### src/rtl/serial_fifo_pkg.sv
// -----------------------------------------------------------------------------
// serial_fifo_pkg
// Shared definitions for the parametrised serial FIFO:
//   - default word width / address width
//   - depth() helper (entries for a given address width)
//   - fifo_ptr_t: pointer layout {wrap, addr} at the default address width
// -----------------------------------------------------------------------------
package serial_fifo_pkg;

  localparam int DEFAULT_DATA_W = 9;
  localparam int DEFAULT_ADDR_W = 4;

  // A pointer carries one extra wrap bit above the memory address so that
  // full (same address, different lap) and empty (identical) can be told apart.
  typedef struct packed {
    logic                      wrap;
    logic [DEFAULT_ADDR_W-1:0] addr;
  } fifo_ptr_t;

  function automatic int unsigned depth(input int unsigned addr_w);
    return 32'd1 << addr_w;
  endfunction

endpackage

### src/rtl/req_qualify.sv
// -----------------------------------------------------------------------------
// req_qualify
// Turns a raw request strobe into a one-operation request.
//   EDGE = 1 : req_o pulses for one cycle on each rising edge of req_i
//              (bus strobes that are held high for several cycles).
//   EDGE = 0 : req_o follows req_i, one operation per cycle while high.
// Ports:
//   clock  in  system clock
//   reset  in  asynchronous active-low reset
//   req_i  in  raw request
//   req_o  out qualified request
// -----------------------------------------------------------------------------
module req_qualify #(
  parameter bit EDGE = 1'b1
) (
  input  logic clock,
  input  logic reset,
  input  logic req_i,
  output logic req_o
);

  logic req_q;

  // Cleared by reset so that a request already high when reset releases
  // is seen as a rising edge on the first clock.
  // NOTE: sequential state uses non-blocking assignment so every register
  // samples pre-edge values regardless of block ordering.
  always_ff @(posedge clock or negedge reset) begin
    if (!reset) req_q <= 1'b0;
    else        req_q <= req_i;
  end

  // With EDGE = 0 the history term folds to zero and req_o == req_i.
  assign req_o = req_i & ~(req_q & EDGE);

endmodule

### src/rtl/serial_fifo_param.sv
// -----------------------------------------------------------------------------
// serial_fifo_param
// Parametrised synchronous FIFO between the register interface and the UART
// datapath. Show-ahead registered read data, sticky overflow/underflow,
// synchronous flush, registered level and threshold flag.
//
// Optional build macro: SERIAL_FIFO_PEAK_EN adds peak_level (maximum level
// since reset or the last clear_status).
//
// Ports:
//   clock, reset            clock / asynchronous active-low reset
//   wr_request, rd_request  write / pop strobes (qualified per EDGE_REQ)
//   wr_data / rd_data       write word / registered head-of-FIFO word
//   flush                   synchronous empty, wins over read and write
//   clear_status            clears overflow / underflow
//   threshold               level threshold for thresh_hit
//   empty, full             decoded from the registered pointers
//   overflow, underflow     sticky error flags
//   thresh_hit              level >= threshold (registered)
//   level                   occupancy, one cycle behind the pointers
//   wr_index, rd_index      pointers including wrap bit
//   peak_level              (SERIAL_FIFO_PEAK_EN only) high-water mark
// -----------------------------------------------------------------------------
module serial_fifo_param
  import serial_fifo_pkg::*;
#(
  parameter int DATA_W   = DEFAULT_DATA_W,
  parameter int ADDR_W   = DEFAULT_ADDR_W,
  parameter bit EDGE_REQ = 1'b1
) (
  input  logic              clock,
  input  logic              reset,
  input  logic              wr_request,
  input  logic              rd_request,
  input  logic [DATA_W-1:0] wr_data,
  output logic [DATA_W-1:0] rd_data,
  input  logic              flush,
  input  logic              clear_status,
  input  logic [ADDR_W:0]   threshold,
  output logic              empty,
  output logic              full,
  output logic              overflow,
  output logic              underflow,
  output logic              thresh_hit,
  output logic [ADDR_W:0]   level,
  output logic [ADDR_W:0]   wr_index,
  output logic [ADDR_W:0]   rd_index
`ifdef SERIAL_FIFO_PEAK_EN
  ,output logic [ADDR_W:0]  peak_level
`endif
);

  localparam int DEPTH = depth(ADDR_W);
  localparam logic [ADDR_W:0] PTR_ONE = {{ADDR_W{1'b0}}, 1'b1};

  // Same layout as fifo_ptr_t, sized by this instance's ADDR_W.
  typedef struct packed {
    logic              wrap;
    logic [ADDR_W-1:0] addr;
  } ptr_t;

  logic              wreq, rreq;
  logic              wr_ok, rd_ok, wr_rej, rd_rej;
  ptr_t              wr_q, wr_d, rd_q, rd_d;
  logic              ovf_q, ovf_d, udf_q, udf_d;
  logic [ADDR_W:0]   level_q;
  logic              thresh_q;
  logic [DATA_W-1:0] rd_data_q;
  logic [DATA_W-1:0] mem [DEPTH];

  req_qualify #(.EDGE(EDGE_REQ)) u_wr_qual (
    .clock (clock), .reset (reset), .req_i (wr_request), .req_o (wreq)
  );
  req_qualify #(.EDGE(EDGE_REQ)) u_rd_qual (
    .clock (clock), .reset (reset), .req_i (rd_request), .req_o (rreq)
  );

  assign empty = (wr_q == rd_q);
  assign full  = (wr_q.wrap != rd_q.wrap) && (wr_q.addr == rd_q.addr);

  // Accept/reject uses pre-update full/empty; flush swallows both requests
  // entirely, so it neither moves pointers nor sets a sticky flag.
  assign wr_ok  = wreq & ~full  & ~flush;
  assign wr_rej = wreq &  full  & ~flush;
  assign rd_ok  = rreq & ~empty & ~flush;
  assign rd_rej = rreq &  empty & ~flush;

  // NOTE: every variable gets a default at the top of always_comb so no path
  // leaves it unassigned, which would otherwise infer a latch.
  always_comb begin
    wr_d  = wr_q;
    rd_d  = rd_q;
    ovf_d = ovf_q;
    udf_d = udf_q;
    if (flush) begin
      wr_d = '0;
      rd_d = '0;
    end else begin
      if (wr_ok) wr_d = ptr_t'(wr_q + PTR_ONE);
      if (rd_ok) rd_d = ptr_t'(rd_q + PTR_ONE);
    end
    // A set event in the same cycle as clear_status leaves the flag set.
    if (clear_status) begin
      ovf_d = 1'b0;
      udf_d = 1'b0;
    end
    if (wr_rej) ovf_d = 1'b1;
    if (rd_rej) udf_d = 1'b1;
  end

  always_ff @(posedge clock or negedge reset) begin
    if (!reset) begin
      wr_q      <= '0;
      rd_q      <= '0;
      ovf_q     <= 1'b0;
      udf_q     <= 1'b0;
      level_q   <= '0;
      thresh_q  <= 1'b0;
      rd_data_q <= '0;
    end else begin
      wr_q      <= wr_d;
      rd_q      <= rd_d;
      ovf_q     <= ovf_d;
      udf_q     <= udf_d;
      level_q   <= wr_q - rd_q;
      thresh_q  <= (level_q >= threshold);
      rd_data_q <= mem[rd_q.addr];
    end
  end

  // NOTE: the storage array has no reset; only pointers and flags define
  // validity, and leaving it unreset lets it map onto RAM.
  always_ff @(posedge clock) begin
    if (wr_ok) mem[wr_q.addr] <= wr_data;
  end

`ifdef SERIAL_FIFO_PEAK_EN
  logic [ADDR_W:0] peak_q;

  always_ff @(posedge clock or negedge reset) begin
    if (!reset)                 peak_q <= '0;
    else if (clear_status)      peak_q <= level_q;
    else if (level_q > peak_q)  peak_q <= level_q;
  end

  assign peak_level = peak_q;
`endif

  assign rd_data    = rd_data_q;
  assign overflow   = ovf_q;
  assign underflow  = udf_q;
  assign thresh_hit = thresh_q;
  assign level      = level_q;
  assign wr_index   = wr_q;
  assign rd_index   = rd_q;

endmodule
### config.mk
export PLATFORM = sky130hd
export DESIGN_NAME = serial_fifo_param
export DESIGN_NICKNAME = d
export VERILOG_FILES = /design/src/rtl/serial_fifo_pkg.sv /design/src/rtl/req_qualify.sv /design/src/rtl/serial_fifo_param.sv
export SDC_FILE = /design/constraint.sdc
export NUM_CORES = 1
export LEC_CHECK = 0
export ABC_AREA = 1
export CORE_ASPECT_RATIO = 0.8
export CORE_MARGIN = 3
export CORE_UTILIZATION = 45
export CTS_CLUSTER_DIAMETER = 200
export DETAILED_ROUTE_END_ITERATION = 16
export SYNTH_ARGS = -nofsm -noshare
export SYNTH_HDL_FRONTEND = slang
export SYNTH_HIERARCHICAL = 1
export SYNTH_SLANG_ARGS = --single-unit
### constraint.sdc
create_clock -name clock -period 3.92 [get_ports clock]
set_clock_uncertainty 0.1 [all_clocks]
set_input_delay 0.392 -clock clock [delete_from_list [all_inputs] [get_ports clock]]
set_output_delay 0.392 -clock clock [all_outputs]
set_load 0.02 [all_outputs]
# Word-level counts from Yosys, hierarchy flattened
# Memory sizes are Yosys's and may differ from the RTL's. A register that Yosys moved wholly into a read port is not among the register bits.
# Index checks and enable logic that the tools add are counted.
[totals]
inputBits = 20
mem_bits_rw = 144
mem_count = 1
ff_bits = 20
[memory_table]
columns = ["memory", "depth", "width", "read_ports", "rd_clocked_by_memory_dff", "wr", "line_no", "rtl"]
rows = [
  ["mem", 16, 9, 1, 1, 1, "serial_fifo_param.sv:69", "logic [DATA_W-1:0] mem [DEPTH];"],
]
[classes]
add_sub_neg = 3
eq_ne = 3
bitwise_logic = 15
magnitude_cmp = 1
reduce_logical = 6
mux = 9
[ops]
columns = ["operator", "count"]
rows = [
  ["2-to-1 mux 5 bit", 4],
  ["adder 5 x 1 -> 5 bit, second input constant", 2],
  ["bitwise AND 1 bit", 10],
  ["nonzero test 2 bit", 4],
  ["== test 5 bit", 1],
  [">= comparator 5 bit", 1],
  ["2-to-1 mux 1 bit", 5],
  ["NOT 1 bit", 5],
  ["subtractor 5 bit", 1],
  ["== test 4 bit", 1],
  ["logical AND 1 bit", 1],
  ["zero test 1 bit", 1],
  ["inequality test 1 bit", 1],
]

# Longest topological paths before layout
# Gate-level depths: netlist of the first run.
[depth]
word_depth = 7
mapped_depth = 10
ltp_nobuf = 9

# Cells and area by module
# The synthesis of the first run kept the hierarchy.
[by_module_without_submodules]
columns = ["module", "cells_per_inst", "n_inst", "area_each_um2"]
rows = [
  ["serial_fifo_param", 797, 1, 7783.7],
  ["req_qualify", 3, 2, 35.0],
]

# Worst setup path after synthesis of the first run
# Ideal clock, no wire load.
[synth_timing]
path_kind = "reg2reg"
start = "reg rd_q, in the netlist rd_index[3]"
end = "mem mem[12][0] (netlist bit), enable pin"
t_required_ns = 3.446
stages_incl_launch_ff = 10
arrival_ns = 2.112
path_slack_ns = 1.334
setup_ns = 0.374
path_buffers = 2
synth_period_minus_slack_ns = 2.586
path_cell_list = "dfrtp_1 > inv_1 > clkbuf_1 > ha_1 > nand2_1 > nor2_1 > nand2_2 > nand3_4 > buf_8 > nor2_1"
[synth_between]
elab_chain_len = 7
[synth_lines]
columns = ["item", "line_no", "rtl"]
rows = [
  ["from (decl)", "serial_fifo_param.sv:64", "ptr_t wr_q, wr_d, rd_q, rd_d;"],
  ["from (signal assigned)", "serial_fifo_param.sv:122", "rd_q <= rd_d;"],
  ["== test 4 bit", "serial_fifo_param.sv:79", "assign full = (wr_q.wrap != rd_q.wrap) && (wr_q.addr == rd_q.addr);"],
  ["logical AND 1 bit", "serial_fifo_param.sv:79", ""],
  ["NOT 1 bit", "serial_fifo_param.sv:83", "assign wr_ok = wreq & ~full & ~flush;"],
  ["bitwise AND 1 bit (2 in series)", "serial_fifo_param.sv:83", ""],
  ["2-to-1 mux 1 bit", "serial_fifo_param.sv:134", "if (wr_ok) mem[wr_q.addr] <= wr_data;"],
  ["2-to-1 mux 1 bit (implied by the code)", "serial_fifo_param.sv:134", ""],
  ["to (decl)", "serial_fifo_param.sv:69", ""],
]
# Every way passes these cells.

# Worst setup path after layout of the first run
[layout_timing]
start = "reg rd_q, in the netlist rd_index[3]"
end = "out empty"
[layout_between]
elab_chain_len = 1
[layout_lines]
columns = ["item", "line_no", "rtl"]
rows = [
  ["== test 5 bit", "serial_fifo_param.sv:78", "assign empty = (wr_q == rd_q);"],
  ["to (decl)", "serial_fifo_param.sv:40", "output logic empty,"],
]
# Every way passes these cells.

==> results.txt, run 1 <==
initial antenna violation count = 0
count of cells resized by post-cts repair = 0
total number of placement rows = 42
delay of the slowest critical-path stage = 0.61 ns
DRC violations left = 0
Final Slew Violations = 0
placed wire-length estimate after detailed placement = 13,000 µm
root buffer cell = clkbuf_16
die extent in y = 124 µm
Ant. Diodes = 0
via count of the first global-routing pass = 5,258
Post-Synthesis Cells = 803
number of hold-slack violations in the final timing report = 0
Total Die Area = 19,100 µm²
starting utilization of the core area = 46.7%
final standard cell area without fillers = 9100 µm²
insertion delay to the later sink of the worst-skew pair = 0.43 ns
post-synthesis sequential element count = 173
instance area at placement = 8500 µm²
Placed Cells incl. Taps = 1,049
final setup vio count = 0
Setup crit end kind = output pin
syn avg cell area = 9.78 µm²
largest net degree at the start of global routing = 68
met2 track demand over resource = 32.5%
critical path peak fanout = 11
summed instance area of the synthesized netlist = 7850 µm²
M1 GR Usage = 27.3%
Max IR drop VDD = 0.000366 V
global routing usage on met3 = 6.29%
setup slack on the worst flop-to-flop path = 1.07 ns
clock transition at the register clock pins on the worst setup and hold paths after CTS = 0.07 ns
worst hold margin = 0.261 ns
slew margin rel. = 23.4%
vias after detailed routing = 5,333
Area growth syn-to-layout = 15.9%
post-layout utilization of the core = 54.1%
type of the most critical hold path = primary input to asynchronous set/reset pin
total wire length after detailed routing = 18,600 µm
fraction of the cycle the final worst path needs = 79.0%
wire length of the first global-routing pass = 29,000 µm
core region area = 16,800 µm²
clock period minus final worst setup slack = 3.10 ns
DRT antenna net count = 0
warnings from Yosys = 6
crit-path cells = inv_1 -> ha_1 -> nand2_1 -> nor2_1 -> nand2_1 -> inv_1 -> clkdlybuf4s50_1
status = finished clean
crit start category = flip-flop
count of different cell masters after synthesis = 24
Layout Nets = 883
DRT Pass-1 Iters = 5
Final GP Congestion = 0.888
most crowded layer after global routing = met2
overflow left after global routing = 0
input/output buffers = 48
Critical R2R Launch = rd_index[1]$_DFFE_PN0P_
Max Fclk = 323 MHz
power per standard cell area = 445 nW/µm²
Die Width = 154 µm
critical-path cell with the highest stage delay = clkdlybuf4s50_1
setup repair after global routing missed its margin = no
Setup Fix Bufs, Post-CTS = 0
R2R depth = 8
Num CTS Buffers = 17
arrival time of the worst setup path = 2.61 ns
category of the critical setup timing path = flip-flop to output pin
Filler Cells Inserted = 1,511
post-route insts no fill = 1,081
routed length per placed instance = 17.2 µm
clock sink count = 173
share of the yosys chip area belonging to registers = 64.3%
count of buffering cells on the critical path with inverters included = 3
data required time of the worst path = 3.43 ns
slew at the pin with the worst max-slew slack = 1.15 ns
static leakage = 4.07 nW
number of nets produced by synthesis = 838
fraction of layout cells with a size suffix above 1 = 5.23%
I/O Pins = 49
worst r2r dst = mem[15][5]$_DFFE_PP_
detail-routed via count per cell = 4.93
hold_buf cts = 0
all-layer global routing usage = 20.4%
starting DRC count in detailed routing = 414
TritonCTS clock tree = done
H-tree depth = 4
number of buffers between clock root and the deepest sink = 2
max capacitance violation total = 0
cell family contributing the most delay on the critical path = buffers and inverters
accumulated negative setup slack = 0 ns
## report_power, final
part / total (mW) / internal [mW] / switching [mW] / leakage, nW
registers: 2.03 / 2.02 / 0.0142 / 1.67
logic: 0.289 / 0.0979 / 0.191 / 2.11
clock network: 1.73 / 1.06 / 0.670 / 0.289
total: 4.05 / 3.18 / 0.875 / 4.07
## worst max-delay path by stage
stage,startpoint,to,slack [ns],depth (start not counted)
6_report,rd_index[3]$_DFFE_PN0P_,empty,0.82,7
5_1_grt,rd_index[3]$_DFFE_PN0P_,empty,0.66,7
4_1_cts,rd_index[1]$_DFFE_PN0P_,empty,0.83,8
3_5_place_dp,rd_index[1]$_DFFE_PN0P_,mem[15][3]$_DFFE_PP_,1.09,8
3_3_place_gp,rd_index[1]$_DFFE_PN0P_,mem[7][2]$_DFFE_PP_,1.18,8
2_1_floorplan,rd_index[3]$_DFFE_PN0P_,mem[12][0]$_DFFE_PP_,1.33,9
## flip-flops by register name (all words and copies together), names as in the netlist
name	flops
thresh_hit	1
underflow	1
rd_data	9
mem	144
u_rd_qual/req_q	1
overflow	1
u_wr_qual/req_q	1
wr_index	5
level	5
rd_index	5
## cell families after synthesis
logic type / after synthesis / synth area share [%]
fa+ha+maj: 15 / 2.49
compound gates: 10 / 0.669
buf+inv: 192 / 9.94
xor+xnor: 9 / 1.00
simple gates: 404 / 21.6
flops: 173 / 64.3
## cell usage after synthesis
library cell | instances | area, µm²
nand3_1 | 107 | 536
nor2_2 | 2 | 12.5
nand3_4 | 1 | 17.5
buf_2 | 18 | 90.1
o21ai_0 | 5 | 25.0
xnor2_1 | 2 | 17.5
nand2_4 | 1 | 11.3
a21o_1 | 1 | 7.51
buf_8 | 1 | 15.0
buf_4 | 7 | 52.6
buf_1 | 1 | 3.75
ha_1 | 14 | 175
clkbuf_1 | 3 | 11.3
a21oi_1 | 4 | 20.0
xor2_1 | 7 | 61.3
nor2_1 | 25 | 93.8
fa_1 | 1 | 20.0
nand2_1 | 260 | 976
nand2_2 | 2 | 12.5
inv_2 | 3 | 11.3
inv_1 | 159 | 597
dfrtp_1 | 29 | 726
nand4_1 | 6 | 37.5
edfxtp_1 | 144 | 4320
## placed cells by master (no fill, tap or decap)
cell type        synthesis  final
nor2_2                   2      2
xor2_1                   7      7
bufinv_16                0      4
inv_1                  159    159
clkinv_1                 0      2
nand3_1                107    107
clkinvlp_4               0      2
nand2_1                260    260
a21o_1                   1      1
nand4_1                  6      6
clkbuf_16                0     17
nor2_1                  25     25
a21oi_1                  4      4
clkinv_2                 0      2
o21ai_0                  5      5
inv_2                    3      3
nand3_4                  1      1
nand2_4                  1      1
clkinv_4                 0      2
clkdlybuf4s50_1          0     48
ha_1                    14     14
nand2_2                  2      2
xnor2_1                  2      2
fa_1                     1      1
dfrtp_1                 29     28
clkbuf_1                 3      3
buf_4                    7      8
dfrtp_2                  0      1
edfxtp_1               144    144
## final cells by class
type	count	area, µm²	share of cell area [%]
clock buffers	20	437	4.80
inverters	162	608	6.68
clock inverters	12	170	1.87
multi-input cells	438	2020	22.2
well taps	220	275	3.02
repair buffers	56	541	5.94
flip-flops and latches	173	5050	55.5
## through the flow
stage | setup slack [ns] | power [mW]
after global routing | 0.664 | 4.19
final | 0.822 | 4.05
after global placement | 1.18 | 2.36
after CTS | 0.826 | 4.07
after floorplan | 1.33 | 2.21
after detailed placement | 1.09 | 2.36
## routing by layer
layer	routed length [µm]	share of wire [%]
met1	8460	45
met2	8580	46
met3	1300	7.0
met4	268	1.4
met5	0	0
Power figures use the tool's default switching activity.
==> inputs of run 2 (changes only) <==
PLACE_DENSITY = 0.66   (was unset)
clock period = 2.8 ns   (was 3.92 ns; I/O delays follow)
==> run 2 against run 1 <==
Against the previous run:
- worst setup slack worse by 0.61 ns
- global-route usage is 0.38 points lower
- highest routed layer unchanged
- utilization grew 0.69 points
- hold slack lost 0.12 ns
- sequential share of layout area is 0.70 points lower
- design area increased by 1.3%
==> results.txt, run 2 (synthesis gave the netlist of run 1 again) <==
Max IR drop VDD = 0.000674 V
root buffer cell = clkbuf_16
TritonCTS clock tree = done
core region area = 16,800 µm²
placed wire-length estimate after detailed placement = 11,900 µm
Die Width = 154 µm
top routing layer in use = met4
critical path peak fanout = 76
setup repair after global routing missed its margin = no
setup slack on the worst flop-to-flop path = 0.45 ns
starting DRC count in detailed routing = 441
slew margin rel. = 41.0%
final setup vio count = 0
fraction of layout cells with a size suffix above 1 = 7.28%
Detail Route met2 WL = 8470 µm
arrival time of the worst setup path = 2.21 ns
Filler Cells Inserted = 1,502
Final GP Congestion = 0.865
clock sink count = 173
all-layer global routing usage = 20.0%
most common library cell in the layout ignoring fill and taps = nand2_1
worst r2r dst = mem[14][1]$_DFFE_PP_
flip-flop count of the largest register, all copies and words added = 144
crit start category = flip-flop
Critical R2R Launch = wr_index[2]$_DFFE_PN0P_
R2R depth = 7
insertion delay to the later sink of the worst-skew pair = 0.42 ns
worst-case setup slack after placement = 0.442 ns
DRT antenna net count = 0
Setup crit end kind = output pin
die extent in y = 124 µm
data required time of the worst path = 2.42 ns
clock period minus final worst setup slack = 2.59 ns
accumulated negative setup slack = 0 ns
Setup Fix Bufs, Post-CTS = 0
input/output buffers = 48
detail-routed via count per cell = 4.92
Ant. Diodes = 0
H-tree depth = 4
Num CTS Buffers = 17
starting utilization of the core area = 46.7%
Max Fclk = 386 MHz
static leakage = 4.18 nW
footprint of the multi-input gates = 2020 µm²
Final Slew Violations = 0
total number of placement rows = 42
I/O Pins = 49
most frequent cells in the layout = nand2_1, inv_1, edfxtp_1
number of buffers between clock root and the deepest sink = 2
Area growth syn-to-layout = 17.4%
Met1 Wirelength = 8140 µm
wire length of the first global-routing pass = 28,500 µm
number of hold-slack violations in the final timing report = 0
initial antenna violation count = 1
met3 WL post-DR = 1370 µm
type of the most critical hold path = primary input to asynchronous set/reset pin
fraction of the cycle the final worst path needs = 92.6%
DRC violations left = 0
status = finished clean
power per standard cell area = 600 nW/µm²
Layout Nets = 902
total area of sequential cells = 5050 µm²
via count of the first global-routing pass = 5,157
final setup slack of the worst path = 0.208 ns
routed length per placed instance = 16.6 µm
DRT Pass-1 Iters = 6
slew at the pin with the worst max-slew slack = 0.883 ns
category of the critical setup timing path = flip-flop to output pin
register with the highest flop count = mem
Total Die Area = 19,100 µm²
max capacitance violation total = 0
clock transition at the register clock pins on the worst setup and hold paths after CTS = 0.06 ns
hold_buf cts = 0
vias after detailed routing = 5,412
largest net degree at the start of global routing = 77
overflow left after global routing = 0
total wire length after detailed routing = 18,300 µm
run 2: how the worst max path moves through the flow:
stage,startpoint,cells past startpoint,end
6_report,rd_index[0]$_DFFE_PN0P_,2,rd_index[0]
5_1_grt,rd_index[0]$_DFFE_PN0P_,2,rd_index[0]
4_1_cts,rd_index[0]$_DFFE_PN0P_,2,rd_index[0]
3_5_place_dp,wr_index[2]$_DFFE_PN0P_,6,full
3_3_place_gp,wr_index[2]$_DFFE_PN0P_,6,full
2_1_floorplan,rd_index[3]$_DFFE_PN0P_,9,mem[12][0]$_DFFE_PP_
run 2: timing repair:
action | 4_1_cts | 5_1_grt
hold endpoints to repair | 0 | 0
resized for setup | 2 | 0
endpoints found under the setup margin | 2 | 0
run 2: cell type report:
class | instances | area share, %
Clock inverter | 7 | 0.963
Tap cell | 220 | 2.99
Inverter | 162 | 6.59
Clock buffer | 24 | 5.22
Sequential cell | 173 | 54.8
Timing Repair Buffer | 75 | 7.52
Multi-Input combinational cell | 438 | 21.9
run 2: worst max-delay path, cell delays in order (launching register included):
cell             delay [ns]
dfrtp_2                0.38
buf_4                  0.65
clkdlybuf4s50_1        0.75
run 2: through the flow:
step                      hold slack, ns  total power, mW  area (µm²)  std cells  util, %
after global routing               0.187             5.72        9220       1099     54.8
final                              0.143             5.53        9220       1099     54.8
after detailed placement           0.437             3.31        8650       1068     51.5
after CTS                          0.146             5.57        9220       1099     54.8
after floorplan                   -0.116             3.10        7850        803        -
after global placement             0.432             3.30        8650       1068     51.5
run 2: routing by layer:
metal	global-route usage, %	vias up
li1	-	2655
met1	28.5	2534
met2	31.2	192
met3	4.17	31
met4	6.45	0
met5	0	-
run 2: where the power goes:
part	leakage, nW	switching [mW]	internal, mW
clock network	0.284	0.911	1.37
registers	1.67	0.0157	2.82
logic	2.23	0.269	0.139
total	4.18	1.20	4.34
